`config.mk`:
```
export PLATFORM = sky130hd
export DESIGN_NAME = bcd_updown_counter
export DESIGN_NICKNAME = d
export VERILOG_FILES = /design/src/rtl/bcd_updown_counter.sv
export SDC_FILE = /design/constraint.sdc
export NUM_CORES = 1
export LEC_CHECK = 0
export CORE_UTILIZATION = 50
export DETAILED_ROUTE_END_ITERATION = 10
export PLACE_DENSITY = 0.91
export RECOVER_POWER = 100
export SYNTH_ARGS = -nofsm -noshare
export SYNTH_HDL_FRONTEND = slang
export SYNTH_SLANG_ARGS = --single-unit
export TNS_END_PERCENT = 10
```
`constraint.sdc`:
```
create_clock -name clk -period 3.7 [get_ports clk]
set_input_delay 0.74 -clock clk [delete_from_list [all_inputs] [get_ports clk]]
set_output_delay 0.74 -clock clk [all_outputs]
set_load 0.02 [all_outputs]
```
`src/rtl/bcd_updown_counter.sv`:
```
// ============================================================================
// bcd_updown_counter : multi-digit BCD up/down counter, load clamp, wrap flag
// Revision: 1.0
// ============================================================================
`default_nettype none

module bcd_updown_counter #(
   parameter int DIGITS = 4
) (
   input  logic                  clk,
   input  logic                  rst,
   input  logic                  i_tick,
   input  logic                  i_en,
   input  logic                  i_mode,
   input  logic                  i_clear,
   input  logic                  i_load,
   input  logic [4*DIGITS-1:0]   i_load_bcd,
   output logic [4*DIGITS-1:0]   o_bcd,
   output logic                  o_wrap,
   output logic                  o_zero,
   output logic                  o_max
);

   localparam logic [3:0] c_nine = 4'd9;
   localparam logic [3:0] c_zero = 4'd0;

   logic [4*DIGITS-1:0] r_bcd;
   logic                r_wrap;
   logic [DIGITS:0]     w_lo_max;
   logic [DIGITS:0]     w_lo_zero;
   logic [4*DIGITS-1:0] w_up_bcd;
   logic [4*DIGITS-1:0] w_dn_bcd;
   logic [4*DIGITS-1:0] w_load_bcd;

   // w_lo_max[k] / w_lo_zero[k]: every digit below k is 9 / 0, i.e. digit k may move
   always_comb begin
      w_lo_max     = '0;
      w_lo_zero    = '0;
      w_lo_max[0]  = 1'b1;
      w_lo_zero[0] = 1'b1;
      for (int k = 0; k < DIGITS; k++) begin
         w_lo_max[k+1]  = w_lo_max[k]  & (r_bcd[4*k +: 4] == c_nine);
         w_lo_zero[k+1] = w_lo_zero[k] & (r_bcd[4*k +: 4] == c_zero);
      end
   end

   genvar g;
   generate
      for (g = 0; g < DIGITS; g++) begin : g_digit
         logic [3:0] w_d;
         logic [3:0] w_ld;
         assign w_d  = r_bcd[4*g +: 4];
         assign w_ld = i_load_bcd[4*g +: 4];

         assign w_up_bcd[4*g +: 4]   = !w_lo_max[g]  ? w_d :
                                       (w_d == c_nine) ? c_zero : w_d + 4'd1;
         assign w_dn_bcd[4*g +: 4]   = !w_lo_zero[g] ? w_d :
                                       (w_d == c_zero) ? c_nine : w_d - 4'd1;
         assign w_load_bcd[4*g +: 4] = (w_ld > c_nine) ? c_nine : w_ld;
      end
   endgenerate

   always_ff @(posedge clk) begin
      if (rst || i_clear) begin
         r_bcd  <= '0;
         r_wrap <= 1'b0;
      end else if (i_load) begin
         r_bcd  <= w_load_bcd;
         r_wrap <= 1'b0;
      end else if (i_en && i_tick) begin
         if (i_mode) begin
            r_bcd  <= w_dn_bcd;
            r_wrap <= w_lo_zero[DIGITS];
         end else begin
            r_bcd  <= w_up_bcd;
            r_wrap <= w_lo_max[DIGITS];
         end
      end else begin
         r_wrap <= 1'b0;
      end
   end

   assign o_bcd  = r_bcd;
   assign o_wrap = r_wrap;
   assign o_zero = (r_bcd == '0);
   assign o_max  = w_lo_max[DIGITS];

endmodule

`default_nettype wire

```
==> metrics.cfg <==
[outcome]
outcome = complete, no violations

[critical_path]
cp.required_ns = 2.96
endpoint = o_zero
worstSetupStartpointType = flop
endpoint_kind = primary output
crit_slowest_cell = dlygate4sd3_1
crit_start = o_bcd[4]$_SDFFE_PP0P_
crit_path_max_fanout = 15
r2r_cells = 5
r2r_start = o_bcd[0]$_SDFFE_PP0P_
r2r_setup_slack_ns = 1.49
critPathMaxStageDelay_ns = 0.71
worstSetupPathType = reg2out
timing.rr.end = o_bcd[11]$_SDFFE_PP0P_
path_cells = nor4_4 -> nand3_2 -> nor4b_4 -> dlygate4sd3_1
crit_arrival_ns = 2.30

[synth]
ys_top_cells_by_area = dfxtp_1 21%, a21oi_1 4.6%, nor2_1 4.1%
synth_compound_area_share_pct = 29.73
synth_adder_area_share_pct = 0
synthesis.nets = 230
synth.distinct_cells = 61
synthArstFlopShare_pct = 0
synth_seq_cells = 17
yosysTopAreaCellShare_pct = 20.73
synth_xor_area_share_pct = 4.268
synth_top_family_by_area = simple AND/OR/NAND/NOR gates
yosysMostFrequentCell = nor2_1
syn_inst = 207
syn_avg_cell_area_um2 = 7.930
synth_edf_count = 0
synthTopCellsByCount = 18 x nor2_1, 17 x dfxtp_1, 15 x a21oi_1, 15 x nand2_1, 13 x o21ai_0
synthesis.area_um2 = 1642
yosys.area.top_type = dfxtp_1
yosysWarnings = 0
synth.area.mux_share_pct = 1.220
yosys.area_share.simple_pct = 36.36
synthFlopType = dfxtp_1
ys_seq_area_share_pct = 20.73

[sta]
hold_violations = 0
max_slew.worst_pin.slew_ns = 0.8968
slew_headroom_pct = 39.85
rsz0062_at_grt = false
period_share_pct = 82.16
setup_slack_ns = 0.6600
period_minus_slack_ns = 3.040
fin_setup_tns_ns = 0
setup_viol = 0
fin_hold_ws_ns = 0.6322
clock_skew_ns = 0.006329
report.final.slew_viol_count = 0
fmax_mhz = 329.0

[global_route]
top_usage_layer = met2
grt_max_degree = 19
grt_pass1_vias = 1480
grt_pass1_wl_um = 6423
grt_util_met2_pct = 38.52
use_met3_pct = 3.057
overflow = 0
antenna_found_initial = 0
grt_usage_pct = 23.88
grt_use_met1_pct = 31.85

[detailed_routing]
ant_nets = 0
via_per_inst = 6.054
vias = 1683
drc = 0
wire_per_inst_um = 13.98
first_iter_violations = 74
wirelength_um = 3887
first_pass_iters = 4

[clock_tree]
cts-root-buf = clkbuf_4
insertion_delay_ns = 0.30
cts_tree = built
cts_buffers = 3
cts_resized = 0
postCtsSetupRepairBufs = 0
clkTransAtPathRegs_ns = 0.11
htreeDepth = 1
holdBufCountCts = 0
clk_path_buf_depth = 2
cts_sinks = 17

[die]
die_h_um = 59.30
std_cell_rows = 20
io_pins = 42
die_w_um = 59.30
die_area_um2 = 3516
core_um2 = 3078
initial_core_util_pct = 53.33

[power]
leakage_nw = 0.7474
power_density_nw_per_um2 = 252.7
ir_drop_mv = 0.1290

[placed_design]
place_hpwl_um = 2770
placed_cells = 274
pre_cts_slack_ns = 1.037
placedInstanceArea_um2 = 2007
gp_congestion = 0.8307
io_buffers = 41

[final_layout]
n_fill_cell = 261
drive_gt1_share_pct = 7.265
design_area_um2 = 1997
antenna-diode-count = 0
register_area_um2 = 340.3
area_growth_pct = 21.65
multi_input_area_um2 = 1142
nets = 258
instances_no_fill = 278

[hold_path]
holdPathStages = 2
min_path_type = reg2reg

[run]
drv_cap = 0

-- sequential cells by signal, summed over array words and instances (netlist names) --
| register | cells |
|---|---|
| o_bcd | 16 |
| o_wrap | 1 |
-- worst min path at each step --
stage,to,from
after detailed placement,o_bcd[7]$_SDFFE_PP0P_,o_bcd[7]$_SDFFE_PP0P_
final,o_bcd[7]$_SDFFE_PP0P_,o_bcd[7]$_SDFFE_PP0P_
after global placement,o_bcd[15]$_SDFFE_PP0P_,o_bcd[15]$_SDFFE_PP0P_
after floorplan,o_bcd[7]$_SDFFE_PP0P_,o_bcd[7]$_SDFFE_PP0P_
after CTS,o_bcd[7]$_SDFFE_PP0P_,o_bcd[7]$_SDFFE_PP0P_
after global routing,o_bcd[13]$_SDFFE_PP0P_,o_bcd[13]$_SDFFE_PP0P_
-- power by group --
part	switching, W	internal (W)
combinational	0.0000867	0.0000899
sequential	0.0000273	0.000191
clock	0.0000673	0.0000420
total	0.000181	0.000323
-- stage by stage --
stage | utilization (%) | total power (W)
floorplan | - | 0.0003471
global placement | 65.20 | 0.0004046
detailed placement | 65.20 | 0.0004081
CTS | 66.06 | 0.0005157
global route | 64.88 | 0.0005323
finish | 64.88 | 0.0005047
-- critical path, delay by kind of cell (launching register included) --
| kind | cells | cell delay, ns |
|---|---|---|
| AND/OR/NAND/NOR | 3 | 0.82 |
| flip-flops | 1 | 0.47 |
| buffers and inverters | 1 | 0.71 |
-- routing by layer --
metal  share of wire (%)  vias to the layer above
li1                    -                      837
met1                  48                      789
met2                  46                       53
met3                 4.3                        4
met4                 1.5                        0
met5                   0                        -
-- final cells by class --
cell class / count / area share, %
multi-input combinational: 167 / 57.21
timing repair buffer: 43 / 21.12
sequential: 17 / 17.04
tap: 44 / 2.757
clock buffer: 4 / 1.316
inverter: 3 / 0.5639
-- cell families after synthesis --
kind of cell              count (synthesis)
buffers and inverters                    23
muxes                                     2
DFF                                      17
and+or+nand+nor                          88
xor gates and xnor gates                  8
AOI/OAI and AO/OA                        69
-- cell usage in the layout, fill, tap and decap left out, types with 4 or more instances in the layout --
cell type        count
a21oi_1             15
a31oi_1              4
clkdlybuf4s50_1     20
dfxtp_1             17
dlygate4sd3_1       21
nand2_1             15
nand2b_1             6
nand3b_1             4
nor2_1              18
nor2b_1              7
nor3_1               6
nor3b_1              5
o21a_1               4
o21ai_0             15
o22ai_1              6
xor2_1               5
No activity file was read; power rests on OpenSTA's default activity.
==> RTL change 1 (same settings) <==
Put a register stage on the outputs `o_zero` and `o_max`. The values now appear one clock later. The other outputs are not delayed to match.
--- a/src/rtl/bcd_updown_counter.sv
+++ b/src/rtl/bcd_updown_counter.sv
@@ -82,8 +82,10 @@
 
    assign o_bcd  = r_bcd;
    assign o_wrap = r_wrap;
-   assign o_zero = (r_bcd == '0);
-   assign o_max  = w_lo_max[DIGITS];
+   always_ff @(posedge clk) begin
+      o_zero <= (r_bcd == '0);
+      o_max  <= w_lo_max[DIGITS];
+   end
 
 endmodule
 
Function: changed (a bounded check fails within 4 cycles, from zero or initial values).
==> RTL change 1 against the original RTL <==
- via count is the same
- total power grew 4.1%
- cell area grew 0.13%
- routed wire length grew 2.6%
- clock skew shrank 0.0046 ns
- synthesized cell count grew 0.97%
- worst setup slack gained 0.044 ns
- largest power group unchanged
- register-to-register slack lost 0.02 ns
- sequential cell count grew 2
- area after synthesis grew 2.4%
- die area grew 2.4%
==> RTL change 1: results (changes against the original RTL) <==
LEAKAGE - 0.740 nW (-0.99%)
commonest cells in the synthesized netlist - dfxtp_1, nor2_1, a21oi_1, nand2_1, o21ai_0
initial antenna violation count - 0 (unchanged)
GRT Util Overall - 0.239 (about the same)
Post-DP HPWL - 2850 um (+2.8%)
ant diodes - 0 (unchanged)
Area after DPL - 2050 um2 (+2.0%)
Clock power frac - 0.215 (-0.002)
status - finished, final reports clean
leading post-synthesis cells by cell area - dfxtp_1, a21oi_1, nor2_1
register area share after synthesis - 0.226 (+0.0189)
Adder-Cell Fraction of Synth Area - 0 (unchanged)
global placement routability congestion - 0.874 (+5.2%)
detailed router's first-iteration violation count - 68 (-8.1%)
r2r setup slk - 1.47 ns (-0.02 ns)
pre-CTS setup slack - 0.953 ns (-0.0845 ns)
first-pass GRT wire length - 6580 um (+2.4%)
Peak VDD IR - 0.178 mV (+38%)
Crit Path Max Fanout - 20 (+5)
fill cell count - 279 (+6.9%)
root buf cell - clkbuf_4
Top delay family on crit path - buffers and inverters
worst-skew pair later-pin latency - 0.31 ns
normalized max-slew margin - 0.499 (+0.100)
Synth Area in Compound Gates - 0.290 (-0.00708)
post-synthesis mux area share - 0.0119 (-0.000290)
Post-Synth XOR/XNOR Area - 0.0417 (-0.00102)
Post-layout nets - 260 (+0.78%)
vias in the first global route - 1446 (-2.3%)
Clock Skew - 0.00172 ns (-0.00460 ns)
Net Count, Synth - 232 (+0.87%)
max incr delay on CP - 0.76 ns (+0.05 ns)
Internal - 0.342 mW (+5.6%)
Avg WL per Cell - 14.2 um (+1.9%)
largest net degree at the start of global routing - 21 (+2)
layout cells sized above 1 - 0.0678 (-0.00485)
Critical-path top delay cell - dlygate4sd3_1
Final Cycle Share - 0.810 (-0.0119)
crit path DAT - 3.21 ns (+0.91 ns)
==> RTL change 1: cell types whose count changed after synthesis <==
cell and change:
dfxtp_1 +2
==> RTL change 1: path summary, 6_finish.rpt <==
path / startpoint / endpoint / cells after the start
max reg2reg: o_bcd[0] / o_bcd[11] / 5
max: i_mode / o_bcd[14] / 7
min: o_bcd[15] / o_bcd[15] / 2
min reg2reg: o_bcd[15] / o_bcd[15] / 2
==> RTL change 1: stage by stage <==
step / hold WS (ns) / util / total power, mW / instances
4_1_cts: 0.645 / 0.663 / 0.543 / 280
3_3_place_gp: 0.619 / 0.654 / 0.429 / 276
2_1_floorplan: 0.641 / - / 0.372 / 209
5_1_grt: 0.677 / 0.639 / 0.555 / 280
3_5_place_dp: 0.626 / 0.654 / 0.432 / 276
6_report: 0.636 / 0.639 / 0.525 / 280
==> RTL change 1: power groups by stage <==
stage	Clock, mW	Sequential [mW]	Combinational [mW]
final	0.113	0.242	0.171
after global routing	0.123	0.244	0.187
after CTS	0.114	0.244	0.185
after detailed placement	0	0.248	0.184
after global placement	0	0.248	0.181
after floorplan	0	0.243	0.129
==> RTL change 1: layer usage <==
layer	up-vias	global-route usage	part of all wire	wire length (um)
met5	-	0	0	0
met4	0	0.0598	0.0073	29
met3	4	0.0346	0.051	204
met2	56	0.394	0.46	1850
met1	783	0.325	0.48	1910
li1	840	-	-	-
==> RTL change 1: area by class of cell <==
cell class / instances / area (um2) / share of cell area
Multi-Input combinational cell: 167 / 1100 / 0.552
Timing Repair Buffer: 43 / 422 / 0.211
Sequential cell: 19 / 380 / 0.190
Tap cell: 44 / 55.1 / 0.0275
Clock buffer: 3 / 22.5 / 0.0113
Inverter: 3 / 11.3 / 0.00563
Clock inverter: 1 / 5.00 / 0.00250
==> RTL change 2 (same settings) <==
Without the edit above. Set the parameter `DIGITS` to 8 (it was 4).
--- a/src/rtl/bcd_updown_counter.sv
+++ b/src/rtl/bcd_updown_counter.sv
@@ -5,7 +5,7 @@
 `default_nettype none
 
 module bcd_updown_counter #(
-   parameter int DIGITS = 4
+   parameter int DIGITS = 8
 ) (
    input  logic                  clk,
    input  logic                  rst,
Interface: changed (resized i_load_bcd and o_bcd); port bits go from 42 to 74. No check against the original RTL was run, so the function may have changed too.
==> RTL change 2 against the original RTL <==
- via count increased by 110%
- first-iteration DRC count increased to 4.2 times the old value
- largest power group unchanged
- sequential cell count increased by 16
- synthesized cell count increased by 110%
- cell area increased by 95%
- clock skew decreased by 0.00092 ns
- routed wire length increased by 140%
- highest routed layer unchanged
- worst setup slack got worse by 0.39 ns
- area after synthesis increased by 91%
- total power increased by 97%
- worst hold slack got worse by 0.067 ns
==> RTL change 2: results (changes against the original RTL) <==
CTS clk-pin slew, worst paths - 0.07 ns (-0.04 ns)
Clock Skew - 0.00541 ns (-0.000917 ns)
DP Cell Count - 552 (+100%)
GR met3 Demand/Resource - 0.0629 (+0.0324)
Worst Setup EP - o_bcd[15]
post-route insts no fill - 559 (+100%)
detailed router's first-iteration violation count - 312 (+320%)
Crit. Startpoint - i_load
Via Count - 3617 (+110%)
Synth cell types - 72 (+18%)
first-pass GRT wire length - 15000 um (+130%)
Pre-antenna DRT Iters - 5 (+1)
crit path DAT - 3.61 ns (+1.31 ns)
P_seq - 0.402 mW (+84%)
combinational share of power - 0.309 (-0.041)
Peak VDD IR - 0.144 mV (+11%)
met1 wire length - 3840 um (+110%)
Post-Synthesis Cells - 436 (+110%)
LEAKAGE - 1.45 nW (+94%)
r2r setup slk - 1.21 ns (-0.28 ns)
switching power - 0.341 mW (+88%)
Worst Hold Path EP - o_bcd[23]
largest net degree at the start of global routing - 33 (+14)
root buf cell - clkbuf_8
met3 WL - 758 um (+350%)
reg-to-reg critical path startpoint - o_bcd[4]
commonest cells in the synthesized netlist - nor2_1, nand2_1, o21ai_0
status - finished, final reports clean
metal2 WL - 4470 um (+150%)
Post-DP HPWL - 6590 um (+140%)
GRT Util Overall - 0.290 (+0.0512)
Crit Path Max Fanout - 25 (+10)
register area share after synthesis - 0.211 (+0.00355)
area delta synth->final - 24.4%
TritonCTS buffer count - 5 (+2)
H-tree lvl count - 2 (+1)
fill cell count - 518 (+98%)
global placement routability congestion - 0.982 (+18%)
max reg flops - 32 (+16)
Area after DPL - 3840 um2 (+92%)
GR Util met2 - 0.486 (+0.100)
met1 Use GR - 0.356 (+0.0370)
pre-CTS setup slack - 0.626 ns (-0.411 ns)
Avg WL per Cell - 16.7 um (+20%)
layout cells sized above 1 - 0.0744 (+0.00173)
[RTL change 2: cell count changes in the layout (fill, tap and decap cells not counted), sizes merged, moves of 7 or more]
cell and change:
a21oi +15, inv +10, dfxtp +16, clkdlybuf4s50 +19, nor4 +7, nand3 +7
nand2 +27, o31ai +10, nor2 +27, a211oi +9, dlygate4sd3 +13, o21ai +28
[RTL change 2: critical path, stage by stage]
cell and delay (ns):
dlygate4sd3_1 0.59, clkbuf_1 0.79, nor2_1 0.30, or4_1 0.74, o41ai_1 0.44
[RTL change 2: cells by family (layout without fill, tap and decap cells)]
family	Yosys count	in the layout	share of synthesized area
compound gates	148	148	0.313
xor+xnor	15	15	0.0419
buf+inv	54	102	0.0731
mux	10	10	0.0339
simple gates	176	176	0.327
flops	33	33	0.211
[RTL change 2: layout make-up]
cell class	count	share of cell area
Tap cell	75	0.0241
Timing Repair Buffer	82	0.202
Clock buffer	7	0.0222
Multi-Input combinational cell	349	0.570
Sequential cell	33	0.170
Inverter	13	0.0125
